`config.mk`:
```
export PLATFORM = sky130hd
export DESIGN_NAME = stream_throttle
export DESIGN_NICKNAME = d
export VERILOG_FILES = /design/src/rtl/stream_throttle_pkg.sv /design/src/rtl/stream_throttle_lane.sv /design/src/rtl/stream_throttle.sv
export SDC_FILE = /design/constraint.sdc
export NUM_CORES = 1
export LEC_CHECK = 0
export ABC_AREA = 0
export BUFFER_PORTS_ARGS = -buffer_cell sky130_fd_sc_hd__buf_4
export CAP_MARGIN = 20
export CORE_MARGIN = 2
export CORE_UTILIZATION = 59
export CTS_CLUSTER_SIZE = 25
export DETAILED_ROUTE_END_ITERATION = 8
export HOLD_SLACK_MARGIN = 0.05
export PLACE_DENSITY = 0.85
export SLEW_MARGIN = 20
export SYNTH_ARGS = -nofsm -noshare
export SYNTH_HDL_FRONTEND = slang
export SYNTH_SLANG_ARGS = --single-unit
export TNS_END_PERCENT = 50
```
`constraint.sdc`:
```
create_clock -name iCLK -period 7.1 [get_ports iCLK]
set_input_delay 0.71 -clock iCLK [delete_from_list [all_inputs] [get_ports iCLK]]
set_output_delay 0.71 -clock iCLK [all_outputs]
set_load 0.03 [all_outputs]
```
`src/rtl/stream_throttle_pkg.sv`:
```
// stream_throttle_pkg: shared mode encodings, LFSR constants and seed helpers.
package stream_throttle_pkg;

  typedef enum logic [1:0] {
    MODE_BURST  = 2'd0,
    MODE_DUTY   = 2'd1,
    MODE_RANDOM = 2'd2,
    MODE_HOLD   = 2'd3
  } mode_e;

  localparam logic [15:0] LFSR_TAPS     = 16'hB400;
  localparam logic [15:0] SEED_FALLBACK = 16'hACE1;
  localparam logic [15:0] SEED_STRIDE   = 16'h9E37;

  // Per-lane seed; an all-zero LFSR would lock up, so it falls back to a known value.
  function automatic logic [15:0] lane_seed(input logic [15:0] seed, input int unsigned lane);
    logic [15:0] s;
    s = seed ^ (16'(lane) * SEED_STRIDE);
    return (s == 16'h0000) ? SEED_FALLBACK : s;
  endfunction

  // One step of the right-shifting Galois LFSR.
  function automatic logic [15:0] lfsr_step(input logic [15:0] s);
    return (s >> 1) ^ ({16{s[0]}} & LFSR_TAPS);
  endfunction

endpackage

```
`src/rtl/stream_throttle_lane.sv`:
```
// stream_throttle_lane: one lane of the shaper -- 2-entry skid buffer, valid gate
// with hold latch, per-lane LFSR and beat counter.
// Optional stall counter enabled by STREAM_THROTTLE_STALL_CNT_EN.
module stream_throttle_lane
  import stream_throttle_pkg::*;
#(
  parameter int unsigned WIDTH     = 24,
  parameter int unsigned CW        = 16,
  parameter logic [15:0] SEED_INIT = 16'hACE1
) (
  input  logic             iCLK,
  input  logic             iRST,
  input  mode_e            iMode,
  input  logic             iDutyOpen,
  input  logic [7:0]       iThresh,
  input  logic             iValid,
  output logic             oReady,
  input  logic [WIDTH-1:0] iData,
  output logic             oValid,
  input  logic             iReady,
  output logic [WIDTH-1:0] oData,
  output logic [CW-1:0]    oCount
`ifdef STREAM_THROTTLE_STALL_CNT_EN
  ,
  output logic [CW-1:0]    oStall
`endif
);

  logic [WIDTH-1:0] mem_q [2];
  logic [WIDTH-1:0] mem_d [2];
  logic             rd_ptr_q, rd_ptr_d;
  logic [1:0]       entries_q, entries_d;
  logic             ready_q, ready_d;
  logic             held_q, held_d;
  logic [15:0]      lfsr_q, lfsr_d;
  logic [CW-1:0]    count_q, count_d;
  logic             gate_open;
  logic             valid_c;
  logic             in_xfer;
  logic             out_xfer;
  logic             wr_ptr;

  // Gate selection for the current mode.
  always_comb begin
    gate_open = 1'b0;
    case (iMode)
      MODE_BURST:  gate_open = 1'b1;
      MODE_DUTY:   gate_open = iDutyOpen;
      MODE_RANDOM: gate_open = (lfsr_q[7:0] >= iThresh);
      MODE_HOLD:   gate_open = 1'b0;
      default:     gate_open = 1'b0;
    endcase
  end

  // Next-state for buffer, hold latch, LFSR and beat counter.
  always_comb begin
    valid_c   = (entries_q != 2'd0) & (gate_open | held_q);
    in_xfer   = iValid & ready_q;
    out_xfer  = valid_c & iReady;
    wr_ptr    = rd_ptr_q ^ entries_q[0];
    mem_d     = mem_q;
    rd_ptr_d  = rd_ptr_q ^ out_xfer;
    entries_d = entries_q;
    held_d    = held_q;
    lfsr_d    = lfsr_q;
    count_d   = count_q;

    if (in_xfer) mem_d[wr_ptr] = iData;

    case ({in_xfer, out_xfer})
      2'b10:   entries_d = entries_q + 2'd1;
      2'b01:   entries_d = entries_q - 2'd1;
      default: entries_d = entries_q;
    endcase
    ready_d = (entries_d != 2'd2);

    // A presented beat stays presented until it transfers.
    if (out_xfer)                held_d = 1'b0;
    else if (valid_c && !iReady) held_d = 1'b1;

    if (iMode == MODE_RANDOM) lfsr_d = lfsr_step(lfsr_q);

    if (out_xfer && (count_q != {CW{1'b1}})) count_d = count_q + CW'(1);
  end

  // Control state with synchronous active-low reset.
  always_ff @(posedge iCLK) begin
    if (!iRST) begin
      rd_ptr_q  <= 1'b0;
      entries_q <= 2'd0;
      ready_q   <= 1'b0;
      held_q    <= 1'b0;
      lfsr_q    <= SEED_INIT;
      count_q   <= '0;
    end else begin
      rd_ptr_q  <= rd_ptr_d;
      entries_q <= entries_d;
      ready_q   <= ready_d;
      held_q    <= held_d;
      lfsr_q    <= lfsr_d;
      count_q   <= count_d;
    end
  end

  // Buffer storage; contents are don't-care while empty.
  always_ff @(posedge iCLK) begin
    mem_q <= mem_d;
  end

`ifdef STREAM_THROTTLE_STALL_CNT_EN
  logic [CW-1:0] stall_q, stall_d;

  // Saturating count of cycles with a presented but unaccepted beat.
  always_comb begin
    stall_d = stall_q;
    if (valid_c && !iReady && (stall_q != {CW{1'b1}})) stall_d = stall_q + CW'(1);
  end

  // Stall counter register.
  always_ff @(posedge iCLK) begin
    if (!iRST) stall_q <= '0;
    else       stall_q <= stall_d;
  end

  assign oStall = stall_q;
`endif

  assign oReady = ready_q;
  assign oValid = valid_c;
  assign oData  = mem_q[rd_ptr_q];
  assign oCount = count_q;

endmodule

```
`src/rtl/stream_throttle.sv`:
```
// stream_throttle: multi-lane valid/ready traffic shaper (burst/duty/random/hold).
// Optional per-lane stall counters enabled by STREAM_THROTTLE_STALL_CNT_EN.
module stream_throttle
  import stream_throttle_pkg::*;
#(
  parameter int unsigned NCH    = 2,
  parameter int unsigned WIDTH  = 24,
  parameter int unsigned PERIOD = 8,
  parameter int unsigned CW     = 16,
  parameter logic [15:0] SEED   = 16'hACE1
) (
  input  logic                      iCLK,
  input  logic                      iRST,
  input  logic [1:0]                iMode,
  input  logic [$clog2(PERIOD):0]   iGap,
  input  logic [7:0]                iThresh,
  input  logic [NCH-1:0]            iValid_AM,
  output logic [NCH-1:0]            oReady_AM,
  input  logic [NCH*WIDTH-1:0]      iData_AM,
  output logic [NCH-1:0]            oValid_BM,
  input  logic [NCH-1:0]            iReady_BM,
  output logic [NCH*WIDTH-1:0]      oData_BM,
  output logic [NCH*CW-1:0]         oCount
`ifdef STREAM_THROTTLE_STALL_CNT_EN
  ,
  output logic [NCH*CW-1:0]         oStall
`endif
);

  localparam int unsigned DCW = $clog2(PERIOD);
  localparam int unsigned GW  = DCW + 1;

  logic [DCW-1:0] duty_q, duty_d;
  logic           duty_open;

  // Shared free-running duty counter, wraps at PERIOD-1.
  always_comb begin
    duty_d    = (duty_q == DCW'(PERIOD - 1)) ? '0 : duty_q + DCW'(1);
    duty_open = (GW'(duty_q) >= iGap);
  end

  // Duty counter register.
  always_ff @(posedge iCLK) begin
    if (!iRST) duty_q <= '0;
    else       duty_q <= duty_d;
  end

  for (genvar k = 0; k < NCH; k++) begin : g_lane
    stream_throttle_lane #(
      .WIDTH     (WIDTH),
      .CW        (CW),
      .SEED_INIT (lane_seed(SEED, k))
    ) u_lane (
      .iCLK      (iCLK),
      .iRST      (iRST),
      .iMode     (mode_e'(iMode)),
      .iDutyOpen (duty_open),
      .iThresh   (iThresh),
      .iValid    (iValid_AM[k]),
      .oReady    (oReady_AM[k]),
      .iData     (iData_AM[k*WIDTH +: WIDTH]),
      .oValid    (oValid_BM[k]),
      .iReady    (iReady_BM[k]),
      .oData     (oData_BM[k*WIDTH +: WIDTH]),
      .oCount    (oCount[k*CW +: CW])
`ifdef STREAM_THROTTLE_STALL_CNT_EN
      ,
      .oStall    (oStall[k*CW +: CW])
`endif
    );
  end

endmodule
```
==> Yosys cells after proc, flatten, opt, wreduce, memory -nomap -nowiden <==
Index checks and enable logic that the tools add are counted.
{ "totals": {"output_inout_bits": 84, "ff_bits": 173, "input_bits": 68} }
{ "classes": {"n_eq_ne": 12, "n_reduce_logical": 14, "add_sub_neg": 7, "bitwise_logic": 19, "n_mux": 16, "magnitude_cmp": 9} }
{ "op_table": {"columns": ["operator", "count"], "rows": [
  ["$mux W24", 8],
  ["$bwmux W48", 2],
  ["$demux W24 S1", 2],
  ["$add A16 B1 Y16 const B", 2],
  ["$ne A16 B16 Y1 const B", 2],
  ["$xor A15 B16 Y16", 2],
  ["$ge A8 B8 Y1", 2],
  ["$eq A2 B2 Y1 const B", 4],
  ["$ge A2 B2 Y1 const B", 4],
  ["$not A1 Y2", 4],
  ["$pmux W1 S4", 2],
  ["$pmux W2 S2", 2],
  ["$and A1 B1 Y1", 6],
  ["$eq A2 B1 Y1 const B", 3],
  ["$logic_and A1 B1 Y1", 6],
  ["$reduce_or A2 Y1", 3],
  ["$add A2 B1 Y2 const B", 2],
  ["$ge A3 B4 Y1", 1],
  ["$lt A2 B1 Y1 const B", 2],
  ["$ne A2 B2 Y1 const B", 2],
  ["$reduce_bool A2 Y1", 2],
  ["$sub A2 B1 Y2 const B", 2],
  ["$xor A1 B1 Y1", 4],
  ["$add A3 B1 Y3 const B", 1],
  ["5 further kinds", 7]
]} }

==> Longest topological paths before layout <==
Gate-level depths: netlist of run 1.
{ "logic_depth": {"depth_word": 8, "mapped_depth": 14, "ltp_nobuf": 11} }

==> Cells and area by module <==
From an unflattened synthesis of run 1, not the netlist that was laid out.
{ "unflattened": {"hier_cells": 635, "area_unflattened_um2": 7531.0} }
{ "modules_own_cells": {"columns": ["mod", "n_inst", "seq_area_each_um2", "cells_each", "area_per_inst_um2"], "rows": [
  ["stream_throttle_lane at g_lane[1].u_lane", 1, 2182.1, 309, 3697.3],
  ["stream_throttle_lane at g_lane[0].u_lane", 1, 2182.1, 308, 3652.3],
  ["stream_throttle", 1, 60.1, 18, 181.4]
]} }

==> Worst setup path before layout of run 1 <==
No wires, ideal clock.
{ "synth_path": {"kind": "in2reg", "from": "in iThresh[0]", "to": "reg g_lane[1].u_lane.entries_q[1]", "arrival_time_ns": 3.006, "n_path_buf": 2, "setup_ns": 0.072, "path_stages": 11, "t_required_ns": 7.028, "slack_ns": 4.023, "cell_sequence": "ha_1 > nand2b_1 > a2111o_1 > a32o_1 > a31oi_2 > buf_6 > buf_8 > inv_2 > ha_1 > or3_1 > a21oi_1"} }
{ "synth_between": {"elab_chain_cells": 7} }
{ "synth_rtl": {"columns": ["element", "line_no", "source"], "rows": [
  ["from (decl)", "stream_throttle.sv:16", "input logic [7:0] iThresh,"],
  ["$ge A8 B8 Y1 *", "stream_throttle_lane.sv:49", "MODE_RANDOM: gate_open = (lfsr_q[7:0] >= iThresh);"],
  ["$pmux W1 S4 *", "stream_throttle_lane.sv:46", "case (iMode)"],
  ["$or A1 B1 Y1 *", "stream_throttle_lane.sv:57", "valid_c = (entries_q != 2'd0) & (gate_open | held_q);"],
  ["$and A1 B1 Y1 *", "stream_throttle_lane.sv:57", null],
  ["$and A1 B1 Y1 *", "stream_throttle_lane.sv:59", "out_xfer = valid_c & iReady;"],
  ["$eq A2 B1 Y1 or $eq A2 B2 Y1 (tied branches)", "stream_throttle_lane.sv:70", "case ({in_xfer, out_xfer})"],
  ["$pmux W2 S2 *", "stream_throttle_lane.sv:70", null],
  ["to (signal assigned)", "stream_throttle_lane.sv:97", "entries_q <= entries_d;"],
  ["to (decl)", "stream_throttle_lane.sv:32", "logic [1:0] entries_q, entries_d;"]
]} }
Every way passes the cells marked *; elsewhere a longest branch is shown, timed or not.
A chain may end at the register's enable or synchronous reset.

==> Final worst setup path of run 1 <==
{ "layout_path": {"from": "reg duty_q[0]", "to": "reg g_lane[0].u_lane.entries_q[1]"} }
{ "layout_between": {"elab_chain_cells": 7} }
{ "layout_rtl": {"columns": ["element", "line_no", "source"], "rows": [
  ["from (decl)", "stream_throttle.sv:33", "logic [DCW-1:0] duty_q, duty_d;"],
  ["from (signal assigned)", "stream_throttle.sv:45", "else duty_q <= duty_d;"],
  ["$ge A3 B4 Y1 *", "stream_throttle.sv:39", "duty_open = (GW'(duty_q) >= iGap);"],
  ["$pmux W1 S4 *", "stream_throttle_lane.sv:46", null],
  ["$or A1 B1 Y1 *", "stream_throttle_lane.sv:57", null],
  ["$and A1 B1 Y1 *", "stream_throttle_lane.sv:57", null],
  ["$and A1 B1 Y1 *", "stream_throttle_lane.sv:59", null],
  ["$eq A2 B1 Y1 or $eq A2 B2 Y1 (tied branches)", "stream_throttle_lane.sv:70", null],
  ["$pmux W2 S2 *", "stream_throttle_lane.sv:70", null],
  ["to (signal assigned)", "stream_throttle_lane.sv:97", null],
  ["to (decl)", "stream_throttle_lane.sv:32", null]
]} }
Marked as above.

==> results of run 1 <==
[final timing paths]
| path | startpoint | to | slack, ns | cells past startpoint |
|---|---|---|---|---|
| setup / recovery | duty_q[0]$_SDFF_PP0_ | g_lane[0].u_lane.entries_q[1]$_SDFF_PN0_ | 3.66 | 10 |
| hold / removal | g_lane[0].u_lane.lfsr_q[15]$_SDFFE_PN1P_ | g_lane[0].u_lane.lfsr_q[14]$_SDFFE_PN0P_ | 0.45 | 2 |
| setup reg to reg | duty_q[0]$_SDFF_PP0_ | g_lane[0].u_lane.entries_q[1]$_SDFF_PN0_ | 3.66 | 10 |
| hold reg to reg | g_lane[0].u_lane.lfsr_q[15]$_SDFFE_PN1P_ | g_lane[0].u_lane.lfsr_q[14]$_SDFFE_PN0P_ | 0.45 | 2 |
[metrics by stage]
step | hold slack (ns) | power [mW] | std cells | setup slack [ns]
after global routing | 0.448 | 2.60 | 960 | 3.38
after detailed placement | 0.450 | 1.55 | 928 | 3.33
final | 0.450 | 2.51 | 960 | 3.66
after global placement | 0.436 | 1.53 | 928 | 3.51
after CTS | 0.450 | 2.52 | 960 | 3.62
after floorplan | 0.430 | 1.42 | 636 | 4.02
[cells in the final DEF (no fill, tap or decap), drive strengths merged, types with 2 or more instances in the layout]
cell type and instances:
o21bai 2, nor3b 3, nand4 12, o211ai 6, nor2b 3, nor2 24
bufinv 3, nand4b 4, a32o 2, o21ai 34, a21oi 49, ha 25
xnor2 9, or4 2, and4 4, nand3 24, mux2i 5, mux2 48
nand2b 7, dfxtp 77, a31o 2, clkbuf 17, nor3 4, inv 29
o311a 2, or3 20, a211oi 3, buf 155, and2 3, and3 10
clkinv 2, nand2 82, o31ai 4, edfxtp 96, xor2 7
[flip-flops by register name (all words and copies together), names as in the netlist]
| signal | count |
|---|---|
| g_lane.u_lane.oReady | 2 |
| g_lane.u_lane.entries_q | 4 |
| duty_q | 3 |
| g_lane.u_lane.rd_ptr_q | 2 |
| g_lane.u_lane.mem_q | 96 |
| g_lane.u_lane.oCount | 32 |
| g_lane.u_lane.lfsr_q | 32 |
| g_lane.u_lane.held_q | 2 |
[per-layer routing]
metal / global-route usage (%) / up-vias / wire length, µm
met2: 41.5 / 193 / 8310
met5: 0 / - / 0
li1: - / 2593 / -
met3: 6.85 / 24 / 1010
met4: 9.33 / 0 / 308
met1: 28.6 / 2586 / 6350
[worst max-delay path: cells and delay by family (launching register included)]
kind | cells | cell delay [ns]
and+or+nand+nor | 3 | 1.28
AOI/OAI and AO/OA | 3 | 0.78
adders and majority gates | 2 | 0.71
DFF | 1 | 0.37
buffers and inverters | 2 | 0.24
[final cells by class]
class / instances / area [µm²] / area share, %
repair buffers: 155 / 1160 / 12.5
well taps: 172 / 215 / 2.31
multi-input cells: 408 / 2810 / 30.2
clock buffers: 17 / 425 / 4.57
clock inverters: 15 / 198 / 2.12
inverters: 20 / 75.1 / 0.806
flip-flops and latches: 173 / 4430 / 47.5
[cell families after synthesis]
logic type               after synthesis  share of synthesized area [%]
multiplexers                          53                           7.90
AND/OR/NAND/NOR                      203                           13.9
buffers and inverters                 55                           3.43
adder cells (fa/ha/maj)               25                           4.19
XOR/XNOR                              16                           1.88
flip-flops                           173                           59.2
AO/OA/AOI/OAI                        111                           9.46
[power by group]
part	internal [mW]	switching [mW]	total [mW]
registers	1.12	0.0393	1.16
clock network	0.569	0.416	0.984
logic	0.150	0.213	0.363
total	1.84	0.668	2.51
==> tab_implementation.tex, run 1 <==
\begin{tabular}{lr}
\hline
Metric & Value \\
\hline
\multicolumn{2}{l}{\textbf{CTS}} \\
Num Clock Sinks & about 170 \\
Latest clock arrival within the worst-skew pair & 0.42 ns \\
Depth of the CTS H-tree & 4 \\
Clock-pin slew on the worst setup and hold paths & 0.07 ns \\
Clock buffer count from CTS & 17 \\
CTS hold repair buffers & 0 \\
Resized Gates After CTS & 0 \\
Cell chosen for the clock root & clkbuf\_16 \\
Clock tree from TritonCTS & yes \\
Setup fix buffers added after clock tree synthesis & 0 \\
Largest buffer count on any clock path & 2 \\
\multicolumn{2}{l}{\textbf{Layout}} \\
Final antenna diode count & 0 \\
Layout cells sized above 1 & 33.0\% \\
Utilization of the core after routing & 74.7\% \\
Number of nets in the finished design & 868 \\
Fill cells & 830 \\
Final cell area excluding filler cells & just over 9000 µm² \\
Area added between synthesis and finish & 24.7\% \\
\multicolumn{2}{l}{\textbf{STA}} \\
Transition time at the pin with the least slew margin & 0.950 ns \\
Relative max-transition margin & 36.6\% \\
Top achievable clock speed & 291 MHz \\
Hold Vio Cnt, Final & 0 \\
Setup violation total in the final timing report & 0 \\
Max-slew violations & 0 \\
Maximum clock skew at final layout & around 0.0075 ns \\
RSZ-0062 raised after global routing & no \\
Total Negative Setup Slacks & 0 ns \\
Period utilisation layout & approximately half \\
Final Critical Period & 3.44 ns \\
\multicolumn{2}{l}{\textbf{GRT}} \\
All-layer global routing usage & 24.1\% \\
Via count of the first global-routing pass & 5245 \\
Residual overflow from global routing & 0 \\
Antenna violations before repair & 0 \\
Largest net degree at the start of global routing & 45 \\
Wire length of the first global-routing pass & 25.3 mm \\
\multicolumn{2}{l}{\textbf{Power and ir drop}} \\
Peak supply drop & 0.177 mV \\
Power Density & 270 nW/µm² \\
Leakage power & roughly 3.6 nW \\
\multicolumn{2}{l}{\textbf{Floorplanning}} \\
Floorplan row count & 41 \\
Number of primary I/O pins & around 150 \\
Die H & 117 µm \\
Effective utilization at floorplan & 59.9\% \\
Standard cell core area & 12500 µm² \\
Die Width & 117 µm \\
Overall die area & 13600 µm² \\
\multicolumn{2}{l}{\textbf{Logic synthesis}} \\
Number of enable-type register cells in the synthesized netlist & 96 \\
Most instantiated cells after synthesis & edfxtp\_1, nand2\_1, dfxtp\_1, mux2\_2, a21oi\_1 \\
Cell type with the highest aggregate area in the netlist & edfxtp\_1 \\
Number of distinct library cells after synthesis & 55 \\
Area of the mapped netlist & 7470 µm² \\
Library cell with the highest instance count after synthesis & edfxtp\_1 \\
Top flip-flop cell by instance count after synthesis & edfxtp\_1 \\
Portion of the post-synthesis area used by sequential elements & 59.2\% \\
Average cell area after synthesis & 11.7 µm² \\
Async set-reset flop share out of synthesis & 0\% \\
Flip-flop and latch count after synthesis & 173 \\
Warning count from the yosys run & 0 \\
Syn nets & between 700 and 800 \\
Share of Yosys cell area claimed by the top area cell type & about two fifths \\
Synth area leaders & edfxtp\_1, dfxtp\_1, mux2\_2 \\
Synthesized instance count & 636 \\
\multicolumn{2}{l}{\textbf{Critical path}} \\
Required time at the worst-slack endpoint & around 7.4 ns \\
Crit Path Class & reg2reg \\
Category of the worst setup path capture point & flip-flop \\
Slowest stage cell on the critical path & nor2\_2 \\
Most used cell, CP & ha\_1 \\
Critical path cell sequence & inv\_1 > ha\_1 > nand2b\_4 > a2111oi\_4 > o32ai\_1 > nor2\_2 > inv\_2 > ha\_1 > or3\_1 > a21oi\_1 \\
CP peak stage delay & approximately 0.75 ns \\
Kind of start point of the critical path & flip-flop \\
Worst endpoint data arrival time & 3.79 ns \\
Largest driver fanout on the critical path & 27 \\
\multicolumn{2}{l}{\textbf{Routing}} \\
Sum of routed wire length over all layers & 16.0 mm \\
Antenna Violating Nets Remaining & 0 \\
Routed via count divided by cell count & 5.62 \\
WL/cell & 16.6 µm \\
Number of DRC violations after detailed routing & 0 \\
DRC marker count from the first detailed-route iteration & 442 \\
Vias after detailed routing & 5396 \\
Total iterations of the first detailed-routing run & 5 \\
\multicolumn{2}{l}{\textbf{Job}} \\
Maximum Capacitance Violations & 0 \\
\multicolumn{2}{l}{\textbf{Placed design}} \\
Dpl cell area & 8690 µm² \\
HPWL reported at the end of detailed placement & 10.7 mm \\
Final estimated routing congestion in global placement & 0.824 \\
Number of input and output port buffers inserted & 151 \\
\multicolumn{2}{l}{\textbf{Worst hold path}} \\
Class of the most critical hold timing path & reg2reg \\
\multicolumn{2}{l}{\textbf{Run status}} \\
Outcome & completed \\
\hline
\end{tabular}
No activity file was read; power rests on OpenSTA's default activity.
==> run 2, diff against run 1 <==
--- a/config.mk
+++ b/config.mk
@@ -5,15 +5,15 @@
 export SDC_FILE = /design/constraint.sdc
 export NUM_CORES = 1
 export LEC_CHECK = 0
-export ABC_AREA = 0
+export ABC_AREA = 1
 export BUFFER_PORTS_ARGS = -buffer_cell sky130_fd_sc_hd__buf_4
 export CAP_MARGIN = 20
 export CORE_MARGIN = 2
-export CORE_UTILIZATION = 59
+export CORE_UTILIZATION = 50
 export CTS_CLUSTER_SIZE = 25
 export DETAILED_ROUTE_END_ITERATION = 8
 export HOLD_SLACK_MARGIN = 0.05
-export PLACE_DENSITY = 0.85
+export PLACE_DENSITY = 0.76
 export SLEW_MARGIN = 20
 export SYNTH_ARGS = -nofsm -noshare
 export SYNTH_HDL_FRONTEND = slang
==> constraint.sdc (replaced) <==
create_clock -name iCLK -period 2.9 [get_ports iCLK]
set_input_delay 0.29 -clock iCLK [delete_from_list [all_inputs] [get_ports iCLK]]
set_output_delay 0.29 -clock iCLK [all_outputs]
set_load 0.03 [all_outputs]
==> run 2 against run 1 <==
Sequential share of layout area is 3.6 points lower. Cell count rose by 33%. Sequential cell count unchanged. Total power rose by 150%. Clock power up 130%. Maximum frequency grew 37%. Sequential power rose by 150%. Die area up 21%. Global-route usage decreased by 2.4 points. Critical path type unchanged. Largest power group unchanged.
==> tab_implementation.tex, run 2 <==
\begin{tabular}{lr}
\hline
Metric & Value \\
\hline
\multicolumn{2}{l}{\textbf{Run status}} \\
Outcome & completed (unchanged) \\
\multicolumn{2}{l}{\textbf{Power and ir drop}} \\
Overall Power & 6.24 mW (was 2.51 mW) \\
Comb pwr share & 18.1\% (was 14.4\%) \\
Part of the total power dissipated in the clock network & 36.2\% (was 39.2\%) \\
Internal power summed over all cells & 4.47 mW (was 1.84 mW) \\
Flop pwr share & 45.7\% (was 46.4\%) \\
Switching Fraction & 28.3\% (was 26.6\%) \\
Peak supply drop & 0.395 mV (was 0.177 mV) \\
Power Density & 619 nW/µm² (was 270 nW/µm²) \\
Leakage power & 4.56 nW (was 3.64 nW) \\
Switching power total & 1.77 mW (was 668 µW) \\
\multicolumn{2}{l}{\textbf{GRT}} \\
Wire length of the first global-routing pass & 28.1 mm (was 25.3 mm) \\
Antenna violations before repair & 0 (unchanged) \\
All-layer global routing usage & 21.7\% (was 24.1\%) \\
Residual overflow from global routing & 0 (unchanged) \\
Via count of the first global-routing pass & 5923 (was 5245) \\
Largest net degree at the start of global routing & 65 (was 45) \\
\multicolumn{2}{l}{\textbf{CTS}} \\
Latest clock arrival within the worst-skew pair & 0.43 ns (was 0.42 ns) \\
Num Clock Sinks & 173 (unchanged) \\
Cell chosen for the clock root & clkbuf\_16 (unchanged) \\
Clock-pin slew on the worst setup and hold paths & 0.07 ns (about the same) \\
Depth of the CTS H-tree & 4 (unchanged) \\
Resized Gates After CTS & 0 (unchanged) \\
Clock tree from TritonCTS & yes (unchanged) \\
Clock buffer count from CTS & 17 (unchanged) \\
Largest buffer count on any clock path & 2 (unchanged) \\
\multicolumn{2}{l}{\textbf{Layout}} \\
Final antenna diode count & 0 (unchanged) \\
Max FFs per register & 96 (unchanged) \\
Layout cells sized above 1 & 19.9\% (was 33.0\%) \\
Area added between synthesis and finish & 30.8\% (was 24.7\%) \\
Leading cell type in the layout, fill and taps excluded & nand2\_1 (was buf\_4) \\
Fill cells & 1226 (was 830) \\
Non-filler instance count after layout & 1279 (was 960) \\
Sequential cell area & 4420 µm² (was 4430 µm²) \\
Area of the multi-input gates & 2730 µm² (was 2810 µm²) \\
Biggest register & g\_lane.u\_lane.mem\_q (unchanged) \\
Final cell area excluding filler cells & 10100 µm² (was 9320 µm²) \\
Leading cell types in the layout, fill and taps excluded & nand2\_1, buf\_4, inv\_1, nor2\_1, edfxtp\_1 (was buf\_4, edfxtp\_1, nand2\_1, dfxtp\_1, mux2\_2) \\
Number of nets in the finished design & 1172 (was 868) \\
Utilization of the core after routing & 66.6\% (was 74.7\%) \\
\multicolumn{2}{l}{\textbf{Routing}} \\
WL/cell & 13.5 µm (was 16.6 µm) \\
Antenna Violating Nets Remaining & 0 (unchanged) \\
Total iterations of the first detailed-routing run & 5 (unchanged) \\
Number of DRC violations after detailed routing & 0 (unchanged) \\
Vias after detailed routing & 6256 (was 5396) \\
Routed via count divided by cell count & 4.89 (was 5.62) \\
DRC marker count from the first detailed-route iteration & 540 (was 442) \\
Sum of routed wire length over all layers & 17.3 mm (was 16.0 mm) \\
\multicolumn{2}{l}{\textbf{Logic synthesis}} \\
Synth area leaders & edfxtp\_1, dfxtp\_1, nand2\_1 (was edfxtp\_1, dfxtp\_1, mux2\_2) \\
Syn nets & 975 (was 729) \\
Number of distinct library cells after synthesis & 33 (was 55) \\
Cell type with the highest aggregate area in the netlist & edfxtp\_1 (unchanged) \\
Synthesized instance count & 882 (was 636) \\
Fraction of the mapped netlist area in adder cells & 4.06\% (was 4.19\%) \\
Area of the mapped netlist & 7710 µm² (was 7470 µm²) \\
Top flip-flop cell by instance count after synthesis & edfxtp\_1 (unchanged) \\
Simple-gate share of the synthesized area & 24.0\% (was 13.9\%) \\
Area fraction in compound gates after synthesis & 6.09\% (was 9.46\%) \\
Async set-reset flop share out of synthesis & 0\% (unchanged) \\
Average cell area after synthesis & 8.74 µm² (was 11.7 µm²) \\
Portion of the post-synthesis area used by sequential elements & 57.4\% (was 59.2\%) \\
Library cell with the highest instance count after synthesis & nand2\_1 (was edfxtp\_1) \\
Combinational family with the most area after synthesis & simple AND/OR/NAND/NOR gates (unchanged) \\
Number of enable-type register cells in the synthesized netlist & 96 (unchanged) \\
Share of Yosys cell area claimed by the top area cell type & 37.4\% (was 38.6\%) \\
Most instantiated cells after synthesis & nand2\_1, inv\_1, nor2\_1, edfxtp\_1, dfxtp\_1 (was edfxtp\_1, nand2\_1, dfxtp\_1, mux2\_2, a21oi\_1) \\
Xor and xnor area share after synthesis & 1.14\% (was 1.88\%) \\
Flip-flop and latch count after synthesis & 173 (unchanged) \\
Warning count from the yosys run & 0 (unchanged) \\
Mux contribution to synthesized area & 0\% (was 7.90\%) \\
\multicolumn{2}{l}{\textbf{Placed design}} \\
HPWL reported at the end of detailed placement & 11.2 mm (was 10.7 mm) \\
Number of placed instances, taps included & 1200 (was 928) \\
Dpl cell area & 9020 µm² (was 8690 µm²) \\
Setup Slack @ Placement & 0.405 ns (was 3.33 ns) \\
Final estimated routing congestion in global placement & 0.859 (was 0.824) \\
Number of input and output port buffers inserted & 151 (unchanged) \\
\multicolumn{2}{l}{\textbf{Critical path}} \\
Required time at the worst-slack endpoint & 3.19 ns (was 7.44 ns) \\
Worst endpoint data arrival time & 2.82 ns (was 3.79 ns) \\
Slowest stage cell on the critical path & dfxtp\_1 (was nor2\_2) \\
Category of the worst setup path capture point & flip-flop (unchanged) \\
Largest driver fanout on the critical path & 10 (was 27) \\
CP peak stage delay & 0.39 ns (was 0.75 ns) \\
Crit Path Class & reg2reg (unchanged) \\
Kind of start point of the critical path & flip-flop (unchanged) \\
Critical path cell sequence & inv\_1 > ha\_1 > nand2\_1 > nor2\_1 > nor2\_1 > nand2\_1 > nand2\_1 > nand2\_1 > nand2\_1 > nand2\_1 > nand3\_2 > inv\_1 > ha\_1 > a21oi\_1 > o21ai\_0 > xor2\_1 > a21oi\_1 (was inv\_1 > ha\_1 > nand2b\_4 > a2111oi\_4 > o32ai\_1 > nor2\_2 > inv\_2 > ha\_1 > or3\_1 > a21oi\_1) \\
Reg2Reg Depth & 17 (was 10) \\
Most used cell, CP & nand2\_1 (was ha\_1) \\
\multicolumn{2}{l}{\textbf{Floorplanning}} \\
Effective utilization at floorplan & 50.9\% (was 59.9\%) \\
Die Width & 128 µm (was 117 µm) \\
Floorplan row count & 45 (was 41) \\
Number of primary I/O pins & 152 (unchanged) \\
Overall die area & 16400 µm² (was 13600 µm²) \\
Standard cell core area & 15100 µm² (was 12500 µm²) \\
Die H & 128 µm (was 117 µm) \\
\multicolumn{2}{l}{\textbf{STA}} \\
WHS & 0.296 ns (was 0.450 ns) \\
Setup slack of the critical path after layout & 0.379 ns (was 3.66 ns) \\
RSZ-0062 raised after global routing & no (unchanged) \\
Total Negative Setup Slacks & 0 ns (unchanged) \\
Hold Vio Cnt, Final & 0 (unchanged) \\
Period utilisation layout & 86.9\% (was 48.5\%) \\
Relative max-transition margin & 58.7\% (was 36.6\%) \\
Max-slew violations & 0 (unchanged) \\
Top achievable clock speed & 397 MHz (was 291 MHz) \\
Transition time at the pin with the least slew margin & 0.620 ns (was 0.950 ns) \\
Final Critical Period & 2.52 ns (was 3.44 ns) \\
Setup violation total in the final timing report & 0 (unchanged) \\
Maximum clock skew at final layout & 0.00910 ns (was 0.00753 ns) \\
\multicolumn{2}{l}{\textbf{Worst hold path}} \\
Class of the most critical hold timing path & in2reg (was reg2reg) \\
WHS Path Cells & 5 (was 2) \\
\multicolumn{2}{l}{\textbf{Job}} \\
Maximum Capacitance Violations & 0 (unchanged) \\
\hline
\end{tabular}
==> run 2: cell count changes after synthesis, sizes merged, moves of 10 or more <==
cell	change
nand2	+205
inv	+86
nor2	+83
mux2	-48
a21oi	-22
or3	-20
nand4	+12
o21ai	+11
and3	-10
==> run 2: repair_timing <==
item,in CTS,in global routing
hold endpoints to repair,95,0
setup buffers,0,0
hold buffers,48,0
==> run 2: per-layer routing <==
layer / part of all wire (%) / track usage (%) / vias to the layer above
li1: - / - / 3220
met2: 50 / 37.7 / 156
met1: 43 / 26.7 / 2852
met4: 2.4 / 8.14 / 0
met5: 0 / 0 / -
met3: 4.6 / 4.42 / 28
==> run 2: path summary, 6_finish.rpt <==
path / start / endpoint / slack, ns
setup reg to reg: g_lane[1].u_lane.lfsr_q[0]$_SDFFE_PN0P_ / g_lane[1].u_lane.oReady$_SDFF_PN0_ / 0.38
setup / recovery: g_lane[1].u_lane.lfsr_q[0]$_SDFFE_PN0P_ / g_lane[1].u_lane.oReady$_SDFF_PN0_ / 0.38
hold / removal: iReady_BM[0] / g_lane[0].u_lane.oCount[11]$_SDFFE_PN0P_ / 0.30
hold reg to reg: duty_q[0]$_SDFF_PP0_ / duty_q[0]$_SDFF_PP0_ / 0.45
==> run 2: final cells by class <==
| class | instances | area share, % |
|---|---|---|
| multi-input combinational | 568 | 27.0 |
| tap | 188 | 2.33 |
| sequential | 173 | 43.9 |
| clock inverter | 14 | 1.55 |
| timing repair buffer | 212 | 17.0 |
| clock buffer | 17 | 4.22 |
| inverter | 107 | 3.98 |
==> run 2: cell families (layout without fill, tap and decap cells) <==
logic type	Yosys count	in the layout
AND/OR/NAND/NOR	447	447
flip-flops	173	173
buffers and inverters	141	350
AO/OA/AOI/OAI	86	86
adder cells (fa/ha/maj)	25	25
XOR/XNOR	10	10
==> run 2: critical path: cells and delay by family, from the launching register on <==
kind	cells	cell delay (ns)
AO/OA/AOI/OAI	3	0.30
XOR/XNOR	1	0.19
flip-flops	1	0.39
buffers and inverters	2	0.25
adder cells (fa/ha/maj)	2	0.53
AND/OR/NAND/NOR	9	0.72
==> run 2: power by group through the flow <==
stage / clock (mW) / combinational (mW) / sequential (mW)
finish: 2.26 / 1.13 / 2.85
global route: 2.39 / 1.24 / 2.86
CTS: 2.29 / 1.13 / 2.85
detailed placement: 0 / 1.07 / 2.90
global placement: 0 / 1.05 / 2.89
floorplan: 0 / 0.681 / 2.90
==> run 3, diff against run 2 <==
==> constraint.sdc (replaced) <==
create_clock -name iCLK -period 2.9 [get_ports iCLK]
set_input_delay 0.145 -clock iCLK [delete_from_list [all_inputs] [get_ports iCLK]]
set_output_delay 0.145 -clock iCLK [all_outputs]
set_load 0.03 [all_outputs]
==> run 3 against run 2 <==
Worst setup slack worse by 0.030 ns. Total power up 1.5%. Sequential power about the same. Design area up 0.22%. Global-route usage down 0.30 points. Core utilization up 0.15 points. Die area unchanged. Wire length down 0.95%. Cell count about the same. Maximum frequency down 1.2%. Via count about the same. First-iteration DRC count down 9.8%. Critical endpoint is now oData_BM[33]. Highest routed layer unchanged.
==> tab_implementation.tex, run 3 (same netlist as run 2, synthesis figures left out) <==
\begin{tabular}{lr}
\hline
Metric & Value \\
\hline
\multicolumn{2}{l}{\textbf{Run status}} \\
Outcome & completed (unchanged) \\
\multicolumn{2}{l}{\textbf{STA}} \\
Setup violation total in the final timing report & 0 (unchanged) \\
Total Negative Setup Slacks & 0 ns (unchanged) \\
Relative max-transition margin & 48.1\% (was 58.7\%) \\
Final Critical Period & 2.55 ns (was 2.52 ns) \\
Maximum clock skew at final layout & 0.0114 ns (was 0.00910 ns) \\
Top achievable clock speed & 392 MHz (was 397 MHz) \\
Hold Vio Cnt, Final & 0 (unchanged) \\
Transition time at the pin with the least slew margin & 0.773 ns (was 0.620 ns) \\
Max-slew violations & 0 (unchanged) \\
RSZ-0062 raised after global routing & no (unchanged) \\
Period utilisation layout & 88.0\% (was 86.9\%) \\
\multicolumn{2}{l}{\textbf{Power and ir drop}} \\
Flop pwr share & 45.1\% (was 45.7\%) \\
Overall Power & 6.33 mW (was 6.24 mW) \\
Switching Fraction & 28.9\% (was 28.3\%) \\
Leakage power & 4.57 nW (was 4.56 nW) \\
Part of the total power dissipated in the clock network & 37.2\% (was 36.2\%) \\
Power Density & 627 nW/µm² (was 619 nW/µm²) \\
Switching power total & 1.83 mW (was 1.77 mW) \\
Peak supply drop & 0.422 mV (was 0.395 mV) \\
Comb pwr share & 17.7\% (was 18.1\%) \\
Internal power summed over all cells & 4.50 mW (was 4.47 mW) \\
\multicolumn{2}{l}{\textbf{Routing}} \\
DRC marker count from the first detailed-route iteration & 487 (was 540) \\
Routed via count divided by cell count & 4.89 (about the same) \\
Sum of routed wire length over all layers & 17.1 mm (was 17.3 mm) \\
Antenna Violating Nets Remaining & 0 (unchanged) \\
Vias after detailed routing & 6252 (was 6256) \\
Number of DRC violations after detailed routing & 0 (unchanged) \\
WL/cell & 13.4 µm (was 13.5 µm) \\
Total iterations of the first detailed-routing run & 5 (unchanged) \\
\multicolumn{2}{l}{\textbf{Layout}} \\
Number of nets in the finished design & 1170 (was 1172) \\
Biggest register & g\_lane.u\_lane.mem\_q (unchanged) \\
Fill cells & 1168 (was 1226) \\
Leading cell types in the layout, fill and taps excluded & nand2\_1, buf\_4, inv\_1, nor2\_1, edfxtp\_1 (unchanged) \\
Max FFs per register & 96 (unchanged) \\
Leading cell type in the layout, fill and taps excluded & nand2\_1 (unchanged) \\
Layout cells sized above 1 & 19.9\% (about the same) \\
Final antenna diode count & 0 (unchanged) \\
Area added between synthesis and finish & 31.1\% (was 30.8\%) \\
Non-filler instance count after layout & 1278 (was 1279) \\
\multicolumn{2}{l}{\textbf{CTS}} \\
Clock-pin slew on the worst setup and hold paths & 0.07 ns (about the same) \\
Setup fix buffers added after clock tree synthesis & 0 (unchanged) \\
Clock tree from TritonCTS & yes (unchanged) \\
Cell chosen for the clock root & clkbuf\_16 (unchanged) \\
Largest buffer count on any clock path & 2 (unchanged) \\
Clock buffer count from CTS & 17 (unchanged) \\
Depth of the CTS H-tree & 4 (unchanged) \\
Num Clock Sinks & 173 (unchanged) \\
Latest clock arrival within the worst-skew pair & 0.43 ns (about the same) \\
\multicolumn{2}{l}{\textbf{Critical path}} \\
Kind of start point of the critical path & flip-flop (unchanged) \\
Largest driver fanout on the critical path & 26 (was 10) \\
Required time at the worst-slack endpoint & 2.76 ns (was 3.19 ns) \\
Worst endpoint data arrival time & 2.41 ns (was 2.82 ns) \\
Crit Path Class & reg2out (was reg2reg) \\
Category of the worst setup path capture point & primary output (was flip-flop) \\
\multicolumn{2}{l}{\textbf{Floorplanning}} \\
Die Width & 128 µm (unchanged) \\
Overall die area & 16400 µm² (unchanged) \\
Floorplan row count & 45 (unchanged) \\
Die H & 128 µm (unchanged) \\
Effective utilization at floorplan & 50.9\% (unchanged) \\
Number of primary I/O pins & 152 (unchanged) \\
Standard cell core area & 15100 µm² (unchanged) \\
\multicolumn{2}{l}{\textbf{GRT}} \\
Global Route met3 Usage & 3.92\% (was 4.42\%) \\
Antenna violations before repair & 0 (unchanged) \\
Wire length of the first global-routing pass & 27.8 mm (was 28.1 mm) \\
Met2 usage & 37.8\% (was 37.7\%) \\
Busiest grt layer & met2 (unchanged) \\
All-layer global routing usage & 21.4\% (was 21.7\%) \\
Via count of the first global-routing pass & 5960 (was 5923) \\
Met1 capacity usage during global routing & 25.9\% (was 26.7\%) \\
Residual overflow from global routing & 0 (unchanged) \\
Largest net degree at the start of global routing & 65 (unchanged) \\
\multicolumn{2}{l}{\textbf{Worst hold path}} \\
Class of the most critical hold timing path & in2reg (unchanged) \\
\multicolumn{2}{l}{\textbf{Placed design}} \\
Final estimated routing congestion in global placement & 0.839 (was 0.859) \\
HPWL reported at the end of detailed placement & 11.2 mm (about the same) \\
Number of input and output port buffers inserted & 151 (unchanged) \\
Number of placed instances, taps included & 1198 (was 1200) \\
\multicolumn{2}{l}{\textbf{Job}} \\
Maximum Capacitance Violations & 0 (unchanged) \\
\hline
\end{tabular}
[run 3: changes by cell type in the layout (fill, tap and decap cells not counted), sizes merged]
| cell | previous run | this run |
|---|---|---|
| buf | 164 | 162 |
| clkinv | 6 | 5 |
| clkinvlp | 2 | 0 |
| inv | 111 | 115 |
[run 3: layer usage]
layer	up-vias	wire (µm)
met5	-	0
met3	27	659
li1	3221	-
met2	136	8660
met1	2868	7430
met4	0	336
[run 3: through the flow]
stage / hold WS, ns / worst slack [ns] / area [µm²] / utilization (%)
after floorplan: 0.244 / 0.689 / 7710 / -
after global placement: 0.330 / 0.507 / 9000 / 59.4
after detailed placement: 0.333 / 0.422 / 9000 / 59.4
after CTS: 0.132 / 0.304 / 10100 / 66.7
after global routing: 0.172 / 0.0652 / 10100 / 66.7
final: 0.143 / 0.349 / 10100 / 66.7
[run 3: path summary, 6_finish.rpt]
path | startpoint | end | cells after the start | slack, ns
min | iReady_BM[0] | g_lane[0].u_lane.oCount[11]$_SDFFE_PN0P_ | 5 | 0.14
min reg2reg | duty_q[0]$_SDFF_PP0_ | duty_q[0]$_SDFF_PP0_ | 1 | 0.44
max | g_lane[1].u_lane.rd_ptr_q$_SDFF_PN0_ | oData_BM[33] | 4 | 0.35
max reg2reg | g_lane[0].u_lane.lfsr_q[0]$_SDFFE_PN1P_ | g_lane[0].u_lane.oReady$_SDFF_PN0_ | 17 | 0.41
[run 3: layout make-up]
class	count	area, µm²	share of cell area (%)
tap	188	235	2.33
inverter	107	402	3.98
multi-input combinational	568	2730	27.1
timing repair buffer	210	1700	16.8
sequential	173	4420	43.8
clock inverter	15	186	1.85
clock buffer	17	425	4.21
[run 3: power groups by stage]
stage	Combinational (mW)	Sequential [mW]	Clock, mW
floorplan	0.681	2.90	0
global placement	1.04	2.90	0
detailed placement	1.06	2.91	0
CTS	1.12	2.85	2.39
global route	1.23	2.87	2.49
finish	1.12	2.85	2.35
[run 3: repair_timing]
| action | CTS | global route |
|---|---|---|
| hold buffers | 48 | 0 |
| resized for setup | 0 | 1 |
| endpoints found under the hold margin | 96 | 0 |
| setup endpoints to repair | 0 | 1 |
[run 3: critical path, cell delays in order (launching register included)]
cell	delay [ns]
dfxtp_1	0.68
clkinv_1	0.79
nand2_1	0.25
nand2_1	0.08
buf_4	0.17
